**config.mk**
```make
export PLATFORM = sky130hd
export DESIGN_NAME = grf_write_arbiter_flat
export DESIGN_NICKNAME = d
export VERILOG_FILES = /design/src/rtl/grf_write_arbiter_pkg.sv /design/src/rtl/grf_write_arbiter_if.sv /design/src/rtl/grf_write_arbiter_wb_req_fifo.sv /design/src/rtl/grf_write_arbiter.sv /design/src/flat_wrapper.sv
export SDC_FILE = /design/constraint.sdc
export NUM_CORES = 1
export LEC_CHECK = 0
export CORE_MARGIN = 4
export CORE_UTILIZATION = 54
export DETAILED_ROUTE_END_ITERATION = 8
export GPL_TIMING_DRIVEN = 0
export PLACE_DENSITY = 0.8
export SLEW_MARGIN = 20
export SYNTH_ARGS = -nofsm -noshare
export SYNTH_HDL_FRONTEND = slang
export SYNTH_HIERARCHICAL = 1
export SYNTH_SLANG_ARGS = --single-unit
```
**constraint.sdc**
```tcl
create_clock -name clk -period 4 [get_ports clk]
set_input_delay 1.2 -clock clk [delete_from_list [all_inputs] [get_ports clk]]
set_output_delay 1.2 -clock clk [all_outputs]
set_load 0.03 [all_outputs]
```
**src/rtl/grf_write_arbiter_pkg.sv**
```systemverilog
// Shared GRF writeback types: address/data widths and the request record
// used by both the W-stage path and the MDU result queue.
package grf_write_arbiter_pkg;

  localparam int GRF_AW = 5;
  localparam int GRF_DW = 32;

  typedef struct packed {
    logic [GRF_AW-1:0] a3;
    logic [GRF_DW-1:0] wd;
    logic [GRF_DW-1:0] pc;
  } wb_req_t;

endpackage

```
**src/rtl/grf_write_arbiter_if.sv**
```systemverilog
// Bus between the writeback producers / stall unit (master) and the GRF
// write arbiter (slave). The arbiter drives the GRF write port signals.
interface grf_write_arbiter_if;
  import grf_write_arbiter_pkg::*;

  logic              pipe_we;
  logic [GRF_AW-1:0] pipe_a3;
  logic [GRF_DW-1:0] pipe_wd;
  logic [GRF_DW-1:0] pipe_pc;

  logic              mdu_valid;
  logic              mdu_ready;
  logic [GRF_AW-1:0] mdu_a3;
  logic [GRF_DW-1:0] mdu_wd;
  logic [GRF_DW-1:0] mdu_pc;

  logic [GRF_AW-1:0] q1;
  logic [GRF_AW-1:0] q2;
  logic              pend1;
  logic              pend2;

  logic [GRF_AW-1:0] A3;
  logic [GRF_DW-1:0] WD;
  logic [GRF_DW-1:0] WPC;

  modport master (
    output pipe_we, pipe_a3, pipe_wd, pipe_pc,
    output mdu_valid, mdu_a3, mdu_wd, mdu_pc,
    output q1, q2,
    input  mdu_ready, pend1, pend2, A3, WD, WPC
  );

  modport slave (
    input  pipe_we, pipe_a3, pipe_wd, pipe_pc,
    input  mdu_valid, mdu_a3, mdu_wd, mdu_pc,
    input  q1, q2,
    output mdu_ready, pend1, pend2, A3, WD, WPC
  );

endinterface

```
**src/rtl/grf_write_arbiter_wb_req_fifo.sv**
```systemverilog
// MDU writeback queue: pointer FIFO with per-entry live bits that a younger
// pipe write can clear by address, plus two pending-address query ports.
module wb_req_fifo
  import grf_write_arbiter_pkg::*;
#(
  parameter int DEPTH = 4
) (
  input  logic              clk,
  input  logic              reset,
  input  logic              i_push,
  input  wb_req_t           i_push_req,
  input  logic              i_pop,
  input  logic              i_kill,
  input  logic [GRF_AW-1:0] i_kill_a3,
  input  logic [GRF_AW-1:0] i_q1,
  input  logic [GRF_AW-1:0] i_q2,
  output logic              o_full,
  output logic              o_empty,
  output wb_req_t           o_head,
  output logic              o_head_live,
  output logic              o_pend1,
  output logic              o_pend2
);

  localparam int PW    = $clog2(DEPTH);
  localparam int PTR_W = PW + 1;

  wb_req_t            r_mem [DEPTH];
  logic [DEPTH-1:0]   r_live;
  logic [PTR_W-1:0]   r_wr_ptr;
  logic [PTR_W-1:0]   r_rd_ptr;

  logic [PW-1:0]      w_wr_idx;
  logic [PW-1:0]      w_rd_idx;
  logic               w_hit1;
  logic               w_hit2;

  assign w_wr_idx    = r_wr_ptr[PW-1:0];
  assign w_rd_idx    = r_rd_ptr[PW-1:0];
  assign o_empty     = (r_wr_ptr == r_rd_ptr);
  assign o_full      = (r_wr_ptr[PW] != r_rd_ptr[PW]) && (w_wr_idx == w_rd_idx);
  assign o_head      = r_mem[w_rd_idx];
  assign o_head_live = r_live[w_rd_idx];

  // NOTE: payload storage has no reset; only the live bits and pointers define
  // occupancy, so stale data in dead slots is never observed.
  always_ff @(posedge clk) begin
    if (i_push) r_mem[w_wr_idx] <= i_push_req;
  end

  // NOTE: sequential state uses non-blocking assignments; the later push/pop
  // writes to r_live intentionally override the kill sweep for the same slot.
  always_ff @(posedge clk) begin
    if (reset) begin
      r_live   <= '0;
      r_wr_ptr <= '0;
      r_rd_ptr <= '0;
    end else begin
      for (int i = 0; i < DEPTH; i++) begin
        if (i_kill && r_live[i] && (r_mem[i].a3 == i_kill_a3)) r_live[i] <= 1'b0;
      end
      if (i_pop) begin
        r_live[w_rd_idx] <= 1'b0;
        r_rd_ptr         <= r_rd_ptr + PTR_W'(1);
      end
      if (i_push) begin
        r_live[w_wr_idx] <= 1'b1;
        r_wr_ptr         <= r_wr_ptr + PTR_W'(1);
      end
    end
  end

  // NOTE: every always_comb output gets a default first so no latch is inferred.
  always_comb begin
    w_hit1 = 1'b0;
    w_hit2 = 1'b0;
    for (int i = 0; i < DEPTH; i++) begin
      if (r_live[i] && (r_mem[i].a3 == i_q1)) w_hit1 = 1'b1;
      if (r_live[i] && (r_mem[i].a3 == i_q2)) w_hit2 = 1'b1;
    end
  end

  assign o_pend1 = w_hit1 && (i_q1 != '0);
  assign o_pend2 = w_hit2 && (i_q2 != '0);

endmodule

```
**src/rtl/grf_write_arbiter.sv**
```systemverilog
// GRF single write port front end: W-stage writes win, queued MDU results
// fill idle cycles, and the port is a registered {A3, WD, WPC} (A3=0 = idle).
module grf_write_arbiter
  import grf_write_arbiter_pkg::*;
#(
  parameter int DEPTH = 4
) (
  input  logic                clk,
  input  logic                reset,
  grf_write_arbiter_if.slave  bus
);

  wb_req_t w_pipe_req;
  wb_req_t w_mdu_req;
  wb_req_t w_head;
  logic    w_head_live;
  logic    w_full;
  logic    w_empty;
  logic    w_pipe_wr;
  logic    w_push;
  logic    w_pop;
  wb_req_t r_out;

  assign w_pipe_req = '{a3: bus.pipe_a3, wd: bus.pipe_wd, pc: bus.pipe_pc};
  assign w_mdu_req  = '{a3: bus.mdu_a3,  wd: bus.mdu_wd,  pc: bus.mdu_pc};

  // $0 requests complete their handshake but never occupy the port or queue.
  assign w_pipe_wr = bus.pipe_we && (bus.pipe_a3 != '0);
  assign w_push    = bus.mdu_valid && !w_full && (bus.mdu_a3 != '0);
  assign w_pop     = !w_pipe_wr && !w_empty;

  assign bus.mdu_ready = !w_full;

  wb_req_fifo #(.DEPTH(DEPTH)) u_fifo (
    .clk         (clk),
    .reset       (reset),
    .i_push      (w_push),
    .i_push_req  (w_mdu_req),
    .i_pop       (w_pop),
    .i_kill      (w_pipe_wr),
    .i_kill_a3   (bus.pipe_a3),
    .i_q1        (bus.q1),
    .i_q2        (bus.q2),
    .o_full      (w_full),
    .o_empty     (w_empty),
    .o_head      (w_head),
    .o_head_live (w_head_live),
    .o_pend1     (bus.pend1),
    .o_pend2     (bus.pend2)
  );

  // A killed head still consumes its pop slot, leaving the port idle.
  always_ff @(posedge clk) begin
    if (reset) begin
      r_out <= '0;
    end else if (w_pipe_wr) begin
      r_out <= w_pipe_req;
    end else if (w_pop && w_head_live) begin
      r_out <= w_head;
    end else begin
      r_out.a3 <= '0;
    end
  end

  assign bus.A3  = r_out.a3;
  assign bus.WD  = r_out.wd;
  assign bus.WPC = r_out.pc;

endmodule
```
**src/flat_wrapper.sv**
```systemverilog
// flat-port wrapper written by rule: the top's interface ports become plain ports
module grf_write_arbiter_flat import grf_write_arbiter_pkg::*;
#(
  parameter int DEPTH = 4
)
  (clk, reset, bus_pipe_we, bus_pipe_a3, bus_pipe_wd, bus_pipe_pc, bus_mdu_valid, bus_mdu_a3, bus_mdu_wd, bus_mdu_pc, bus_q1, bus_q2, bus_mdu_ready, bus_pend1, bus_pend2, bus_A3, bus_WD, bus_WPC);
  grf_write_arbiter_if bus_i ();
  input  logic clk;
  input  logic reset;
  input wire logic [$bits(bus_i.pipe_we)-1:0] bus_pipe_we;
  input wire logic [$bits(bus_i.pipe_a3)-1:0] bus_pipe_a3;
  input wire logic [$bits(bus_i.pipe_wd)-1:0] bus_pipe_wd;
  input wire logic [$bits(bus_i.pipe_pc)-1:0] bus_pipe_pc;
  input wire logic [$bits(bus_i.mdu_valid)-1:0] bus_mdu_valid;
  input wire logic [$bits(bus_i.mdu_a3)-1:0] bus_mdu_a3;
  input wire logic [$bits(bus_i.mdu_wd)-1:0] bus_mdu_wd;
  input wire logic [$bits(bus_i.mdu_pc)-1:0] bus_mdu_pc;
  input wire logic [$bits(bus_i.q1)-1:0] bus_q1;
  input wire logic [$bits(bus_i.q2)-1:0] bus_q2;
  output wire logic [$bits(bus_i.mdu_ready)-1:0] bus_mdu_ready;
  output wire logic [$bits(bus_i.pend1)-1:0] bus_pend1;
  output wire logic [$bits(bus_i.pend2)-1:0] bus_pend2;
  output wire logic [$bits(bus_i.A3)-1:0] bus_A3;
  output wire logic [$bits(bus_i.WD)-1:0] bus_WD;
  output wire logic [$bits(bus_i.WPC)-1:0] bus_WPC;
  assign bus_i.pipe_we = bus_pipe_we;
  assign bus_i.pipe_a3 = bus_pipe_a3;
  assign bus_i.pipe_wd = bus_pipe_wd;
  assign bus_i.pipe_pc = bus_pipe_pc;
  assign bus_i.mdu_valid = bus_mdu_valid;
  assign bus_i.mdu_a3 = bus_mdu_a3;
  assign bus_i.mdu_wd = bus_mdu_wd;
  assign bus_i.mdu_pc = bus_mdu_pc;
  assign bus_i.q1 = bus_q1;
  assign bus_i.q2 = bus_q2;
  assign bus_mdu_ready = bus_i.mdu_ready;
  assign bus_pend1 = bus_i.pend1;
  assign bus_pend2 = bus_i.pend2;
  assign bus_A3 = bus_i.A3;
  assign bus_WD = bus_i.WD;
  assign bus_WPC = bus_i.WPC;
  grf_write_arbiter #(.DEPTH(DEPTH)) u_core (.clk(clk), .reset(reset), .bus(bus_i));
endmodule
```
==> results of run 1 <==
==> cells in the final DEF (no fill, tap or decap), types with 3 or more instances in the layout <==
cell | Yosys | final
ha_1 | 8 | 8
nor4_1 | 12 | 12
inv_1 | 7 | 6
buf_16 | 0 | 4
a211oi_1 | 128 | 128
clkbuf_8 | 0 | 5
edfxtp_1 | 276 | 276
clkinv_2 | 0 | 4
xnor2_1 | 17 | 17
buf_4 | 9 | 10
bufinv_16 | 0 | 4
nand3_1 | 13 | 13
a21oi_1 | 5 | 5
nor2_1 | 13 | 13
xor2_1 | 50 | 50
clkbuf_16 | 0 | 39
clkbuf_1 | 32 | 39
dfxtp_1 | 81 | 81
and2_1 | 6 | 3
mux2i_1 | 66 | 66
a31oi_1 | 6 | 6
clkdlybuf4s50_1 | 0 | 211
mux4_2 | 70 | 70
and2_4 | 0 | 3
nand2_1 | 7 | 7
clkinv_1 | 0 | 5
buf_2 | 26 | 26
nand4_1 | 5 | 5
==> worst register-to-register path: stages, from the launching register on <==
cell and delay [ps]:
dfxtp_1 480, xnor2_1 130, nand2_1 80, nor2_1 40
inv_1 90, o311a_1 310, nand2_1 200, inv_4 400
buf_16 320
==> per-stage QoR <==
step / utilization / power, mW / hold slack, ps
after global placement: 0.643 / 6.19 / 519
after global routing: 0.694 / 10.0 / 566
final: 0.694 / 9.65 / 540
after floorplan: - / 5.60 / 465
after detailed placement: 0.647 / 6.23 / 526
after CTS: 0.694 / 9.73 / 542
==> how the worst max path moves through the flow <==
stage              startpoint                    endpoint  slack, ps
3_5_place_dp   bus_pipe_a3[0]   u_core/u_fifo/r_rd_ptr[2]       -310
2_1_floorplan   bus_mdu_a3[1]   u_core/u_fifo/r_mem[0][0]        370
4_1_cts        bus_pipe_a3[1]   u_core/u_fifo/r_rd_ptr[2]        210
6_report            bus_q2[0]                   bus_pend2        210
5_1_grt             bus_q2[1]                   bus_pend2        150
3_3_place_gp    bus_mdu_a3[0]  u_core/u_fifo/r_mem[0][26]      -1580
==> synth_stat cells (all sizes together) <==
library cell	number	area share
a211oi	128	0.066
a21o	1	0.00051
a21oi	5	0.0017
a31oi	6	0.0026
a32oi	1	0.00060
and2	6	0.0026
and3	1	0.00043
buf	39	0.017
clkbuf	33	0.0085
dfxtp	81	0.11
edfxtp	276	0.57
ha	8	0.0068
inv	9	0.0023
mux2i	66	0.045
mux4	70	0.11
nand2	7	0.0018
nand3	13	0.0044
nand4	5	0.0021
nor2	13	0.0033
nor2b	1	0.00043
nor4	13	0.0066
o211ai	1	0.00051
o21a	2	0.0010
o311a	1	0.00068
o41ai	1	0.00060
or3	1	0.00043
or4	2	0.0010
xnor2	17	0.010
xor2	50	0.030
==> sequential cells by signal (all words and copies together), names as in the netlist, named ones only <==
| register | flops |
|---|---|
| u_core/bus.A3 | 5 |
| u_core/bus.WD | 32 |
| u_core/bus.WPC | 32 |
| u_core/u_fifo/r_live | 4 |
| u_core/u_fifo/r_mem | 276 |
| u_core/u_fifo/r_rd_ptr | 3 |
| u_core/u_fifo/r_wr_ptr | 3 |
==> report_power, final <==
part	total [mW]	switching [mW]	internal, mW	leakage, nW
logic	1.82	0.919	0.899	2.21
registers	4.34	0.104	4.24	3.20
clock network	3.49	1.36	2.14	0.615
total	9.65	2.38	7.27	6.03
==> layout make-up <==
cell class	instances	area (um^2)	area share
tap	341	427	0.0229
timing repair buffer	218	2250	0.121
clock buffer	52	1070	0.0577
clock inverter	16	184	0.00988
multi-input combinational	419	4350	0.234
sequential	357	9910	0.532
buffer	72	379	0.0204
antenna	1	2.50	0.000134
inverter	9	36.3	0.00195
==> repair_timing <==
item / CTS / global route
pin swaps: 0 / 1
hold endpoints to repair: 0 / 0
buffers inserted: 0 / 1
setup endpoints to repair: 2 / 5
resized for setup: 3 / 0
==> layer usage <==
metal / wire length, um / global-route usage / up-vias
met2: 17800 / 0.395 / 326
met5: 32 / 0 / -
li1: - / - / 3975
met3: 2280 / 0.0520 / 80
met1: 14600 / 0.310 / 4526
met4: 1060 / 0.0782 / 6
==> kinds of logic (layout without fill, tap and decap cells) <==
| family | after synthesis | in the layout | share of synthesized area |
|---|---|---|---|
| flip-flops | 357 | 357 | 0.676 |
| AO/OA/AOI/OAI | 146 | 146 | 0.0737 |
| multiplexers | 136 | 136 | 0.153 |
| buffers and inverters | 81 | 367 | 0.0281 |
| XOR/XNOR | 67 | 67 | 0.0400 |
| AND/OR/NAND/NOR | 62 | 62 | 0.0231 |
| adder cells (fa/ha/maj) | 8 | 8 | 0.00683 |
| other | 0 | 1 | 0 |
==> run_results.csv, run 1 <==
group,metric,value,unit
logic_synthesis,ys_ff_latch,357,
floorplan,die_h,173,um
routing,drt-pass1-iter-count,5,
setup_path,crit_required,2800,ps
flow_run,max_cap_viol_count,0,
logic_synthesis,yosysWarnings,6,
placed_design,gp_congestion,0.863,
pwr,power.density,519,mW/mm^2
setup_path,path_class,"primary input to primary output",
routing,wl_per_cell,24.1,um
logic_synthesis,syn_nets,1017,
outcome,outcome,"complete, no violations",
worst_hold_path,hold_path_class,"flop to flop",
timing,finalHoldViolCount,0,
timing,rsz0062_at_grt,"no",
timing,clock_skew,15.8,ps
routing,antenna_left,0,
finish,fin_area,0.0186,mm^2
timing,period_needed,3790,ps
placed_design,dpl_worst_slack,-307,ps
placed_design,placed_cell_area,0.0173,mm^2
timing,fmax,264,MHz
floorplan,io_pins,224,
setup_path,cp_top_family,"simple AND/OR/NAND/NOR gates",
logic_synthesis,synth.distinct_cells,36,
timing,setup-tns-final,0,ps
floorplan,die_w,173,um
clock_network,clk_path_buf_depth,3,
clock_network,clkLatencyLatePin,520,ps
grt,overflow,0,
floorplan,core_area,0.0268,mm^2
finish,drive_gt1_frac,0.155,
finish,syn2layout_area_growth,26.9,%
setup_path,arrival,2590,ps
finish,stdcell_count,1485,
placed_design,portBuffers,213,
clock_network,htreeDepth,2,
timing,relSlewSlack,0.526,
floorplan,die-area,0.0299,mm^2
logic_synthesis,syn_inst,857,
setup_path,regToRegSetupSlack,1610,ps
routing,drt_wl_total,35.8,mm
clock_network,clock_sinks,357,
setup_path,end_kind,"primary output",
grt,grt_pass1_vias,9419,
logic_synthesis,avgSynthCellArea,17.1,um^2
logic_synthesis,netlist_area,0.0147,mm^2
clock_network,clk_pin_slew_worst_paths,60,ps
grt,antenna_found_initial,4,
timing,setup_viol_count_final,0,
clock_network,cts_tree,"yes",
setup_path,crit_path_cell_trace,"buf_2 > xor2_1 > nor4_1 > nand3_1 > nand4_1 > o21a_1 > dlygate4sd2_1",
grt,grtUsageTotal,0.236,
placed_design,dpl.hpwl,23.9,mm
placed_design,dp_cells,1415,
timing,setup_ws,214,ps
pwr,max-vdd-ir-drop,0.000438,V
setup_path,r2r_start,"u_core/u_fifo/r_rd_ptr[0]",
worst_hold_path,holdPathEnd,"u_core/u_fifo/r_wr_ptr[2]",
setup_path,worst-path-max-fanout,5,
clock_network,cts_hold_buf,0,
setup_path,max_stage_delay,390,ps
setup_path,start_kind,"primary input",
logic_synthesis,synth-seq-area-share,0.676,
grt,grt_pass1_wl,54.7,mm
floorplan,start_util,0.547,
setup_path,regToRegEndpoint,"u_core/u_fifo/r_mem[3][14]",
worst_hold_path,hold_depth,2,
clock_network,cts_buffers,37,
routing,vias,8913,
routing,drc,0,
setup_path,worstRegToRegCells,8,
timing,finalCritPeriodShare,0.947,
finish,final_nets,1274,
timing,max_slew.worst_pin.slew,711,ps
grt,grt_max_degree,47,
worst_hold_path,hold_path_startpoint,"u_core/u_fifo/r_wr_ptr[2]",
floorplan,rows,60,
setup_path,crit_slowest_cell,"dlygate4sd2_1",
clock_network,clockRootBuffer,"clkbuf_16",
finish,n_fill_cell,1766,
routing,vias_per_cell,6.00,
setup_path,path_depth,7,
setup_path,path_buf_inv,2,
timing,finalMaxSlewViolations,0,
pwr,p_leak,6.03,nW
routing,drtIter0Drc,662,
No activity file was read; power rests on OpenSTA's default activity.
==> inputs of run 2 (changes only) <==
GPL_TIMING_DRIVEN = default   (was 0)
==> run_results.csv, run 2 (synthesis results as in run 1) <==
group,metric,value,unit
timing,setup_ws,102,ps
timing,clock_skew,21.2,ps
floorplan,die_h,173,um
finish,drive_gt1_frac,0.137,
grt,antenna_found_initial,0,
setup_path,arrival,2700,ps
setup_path,crit_required,2800,ps
clock_network,clkLatencyLatePin,510,ps
grt,grt_max_degree,70,
routing,vias_per_cell,6.05,
placed_design,dp_cells,1368,
setup_path,max_stage_delay,530,ps
pwr,power,9.25,mW
clock_network,clk_pin_slew_worst_paths,60,ps
setup_path,end_kind,"primary output",
timing,relSlewSlack,0.295,
clock_network,clock_sinks,357,
pwr,p_leak,5.90,nW
finish,syn2layout_area_growth,25.3,%
routing,drtIter0Drc,665,
grt,grtUsageTotal,0.229,
setup_path,cp_top_family,"buffers and inverters",
routing,drt_wl_total,34.3,mm
routing,drc,0,
setup_path,path_class,"primary input to primary output",
routing,vias,8672,
setup_path,worst-path-max-fanout,5,
finish,largest_register_ffs,276,
worst_hold_path,hold_path_class,"flop to flop",
timing,setup_viol_count_final,0,
finish,n_fill_cell,1773,
floorplan,rows,60,
clock_network,clockRootBuffer,"clkbuf_16",
timing,setup-tns-final,0,ps
timing,rsz0062_at_grt,"no",
setup_path,path_buf_inv,2,
placed_design,placed_cell_area,0.0172,mm^2
clock_network,cts_buffers,36,
routing,wl_met3,2.38,mm
timing,finalMaxSlewViolations,0,
floorplan,start_util,0.547,
setup_path,regToRegSetupSlack,1470,ps
setup_path,regToRegEndpoint,"u_core/bus.WD[6]",
routing,wl_per_cell,23.9,um
setup_path,start_kind,"primary input",
floorplan,io_pins,224,
outcome,outcome,"complete, no violations",
timing,fmax,257,MHz
placed_design,dpl_worst_slack,44.2,ps
timing,finalCritPeriodShare,0.975,
routing,wl_met2,16.9,mm
timing,finalHoldViolCount,0,
setup_path,worstRegToRegCells,6,
grt,grt_pass1_vias,9208,
clock_network,clk_path_buf_depth,3,
finish,post-route-util,0.686,
setup_path,r2r_start,"u_core/u_fifo/r_rd_ptr[0]",
placed_design,gp_congestion,0.862,
finish,final_nets,1225,
pwr,max-vdd-ir-drop,0.000384,V
clock_network,cts_tree,"yes",
setup_path,critPathCapture,"bus_pend2",
timing,holdWs,535,ps
setup_path,crit_path_cell_trace,"clkdlybuf4s50_1 > xor2_1 > nor4_1 > nand3_1 > nand4_1 > o21a_1 > buf_4",
flow_run,max_cap_viol_count,0,
placed_design,dpl.hpwl,21.2,mm
pwr,power.density,503,mW/mm^2
routing,wl_met1,14.4,mm
finish,most-common-layout-cells,"edfxtp_1, clkdlybuf4s50_1, a211oi_1",
clock_network,cts_setup_buffers,0,
clock_network,htreeDepth,2,
timing,max_slew.worst_pin.slew,1060,ps
routing,antenna_left,0,
placed_design,portBuffers,223,
routing,drt-pass1-iter-count,5,
finish,n_antenna_cell,0,
finish,fin_area,0.0184,mm^2
grt,overflow,0,
grt,grt_pass1_wl,53.8,mm
setup_path,crit_slowest_cell,"clkdlybuf4s50_1",
floorplan,die_w,173,um
timing,period_needed,3900,ps
floorplan,die-area,0.0299,mm^2
floorplan,core_area,0.0268,mm^2
finish,stdcell_count,1434,
finish,mostFrequentLayoutCell,"edfxtp_1",
setup_path,startpoint,"bus_q2[4]",
setup_path,path_depth,7,
routing,top_layer_used,"met4",
finish,top_register,"u_core/u_fifo/r_mem",
==> run 2: changes by cell type in the layout (fill, tap and decap cells not counted), moves of 4 or more <==
cell	change
clkbuf_1	-27
buf_2	-25
buf_12	+9
dlymetal6s2s_1	+7
buf_16	-4
clkbuf_8	-4
==> run 2: per-layer routing <==
| layer | up-vias | global-route usage |
|---|---|---|
| met5 | - | 0 |
| met4 | 0 | 0.0539 |
| met2 | 324 | 0.381 |
| met3 | 53 | 0.0538 |
| li1 | 3871 | - |
| met1 | 4424 | 0.312 |
==> run 2: tightest hold or removal path: stages, from the launching register on <==
cell	delay, ps
dfxtp_1	350
xor2_1	80
nor2_1	70
==> run 2: worst min-delay path by stage <==
stage	from	end	slack (ps)	cells past startpoint
floorplan	u_core/u_fifo/r_live[3]	u_core/u_fifo/r_live[3]	460	2
detailed placement	u_core/u_fifo/r_rd_ptr[2]	u_core/u_fifo/r_rd_ptr[2]	520	2
finish	u_core/u_fifo/r_rd_ptr[2]	u_core/u_fifo/r_rd_ptr[2]	530	2
global placement	u_core/u_fifo/r_wr_ptr[2]	u_core/u_fifo/r_wr_ptr[2]	520	2
CTS	u_core/u_fifo/r_rd_ptr[2]	u_core/u_fifo/r_rd_ptr[2]	540	2
global route	u_core/bus.WD[4]	u_core/bus.WD[4]	590	2
==> run 2: power breakdown <==
group | leakage (nW) | internal [mW] | switching [mW]
clock | 0.539 | 1.83 | 1.32
sequential | 3.21 | 4.24 | 0.216
combinational | 2.15 | 0.866 | 0.777
total | 5.90 | 6.93 | 2.31
==> run 2: what timing repair did <==
action,CTS,global route
endpoints found under the setup margin,0,2
hold buffers,0,0
resized for setup,0,7
==> run 2: layout make-up <==
class | count | area [um^2] | share of cell area
inverters | 9 | 35.0 | 0.00191
flip-flops and latches | 357 | 9920 | 0.540
clock inverters | 15 | 104 | 0.00565
multi-input cells | 419 | 4360 | 0.237
well taps | 341 | 427 | 0.0232
repair buffers | 242 | 2520 | 0.137
clock buffers | 51 | 1010 | 0.0550
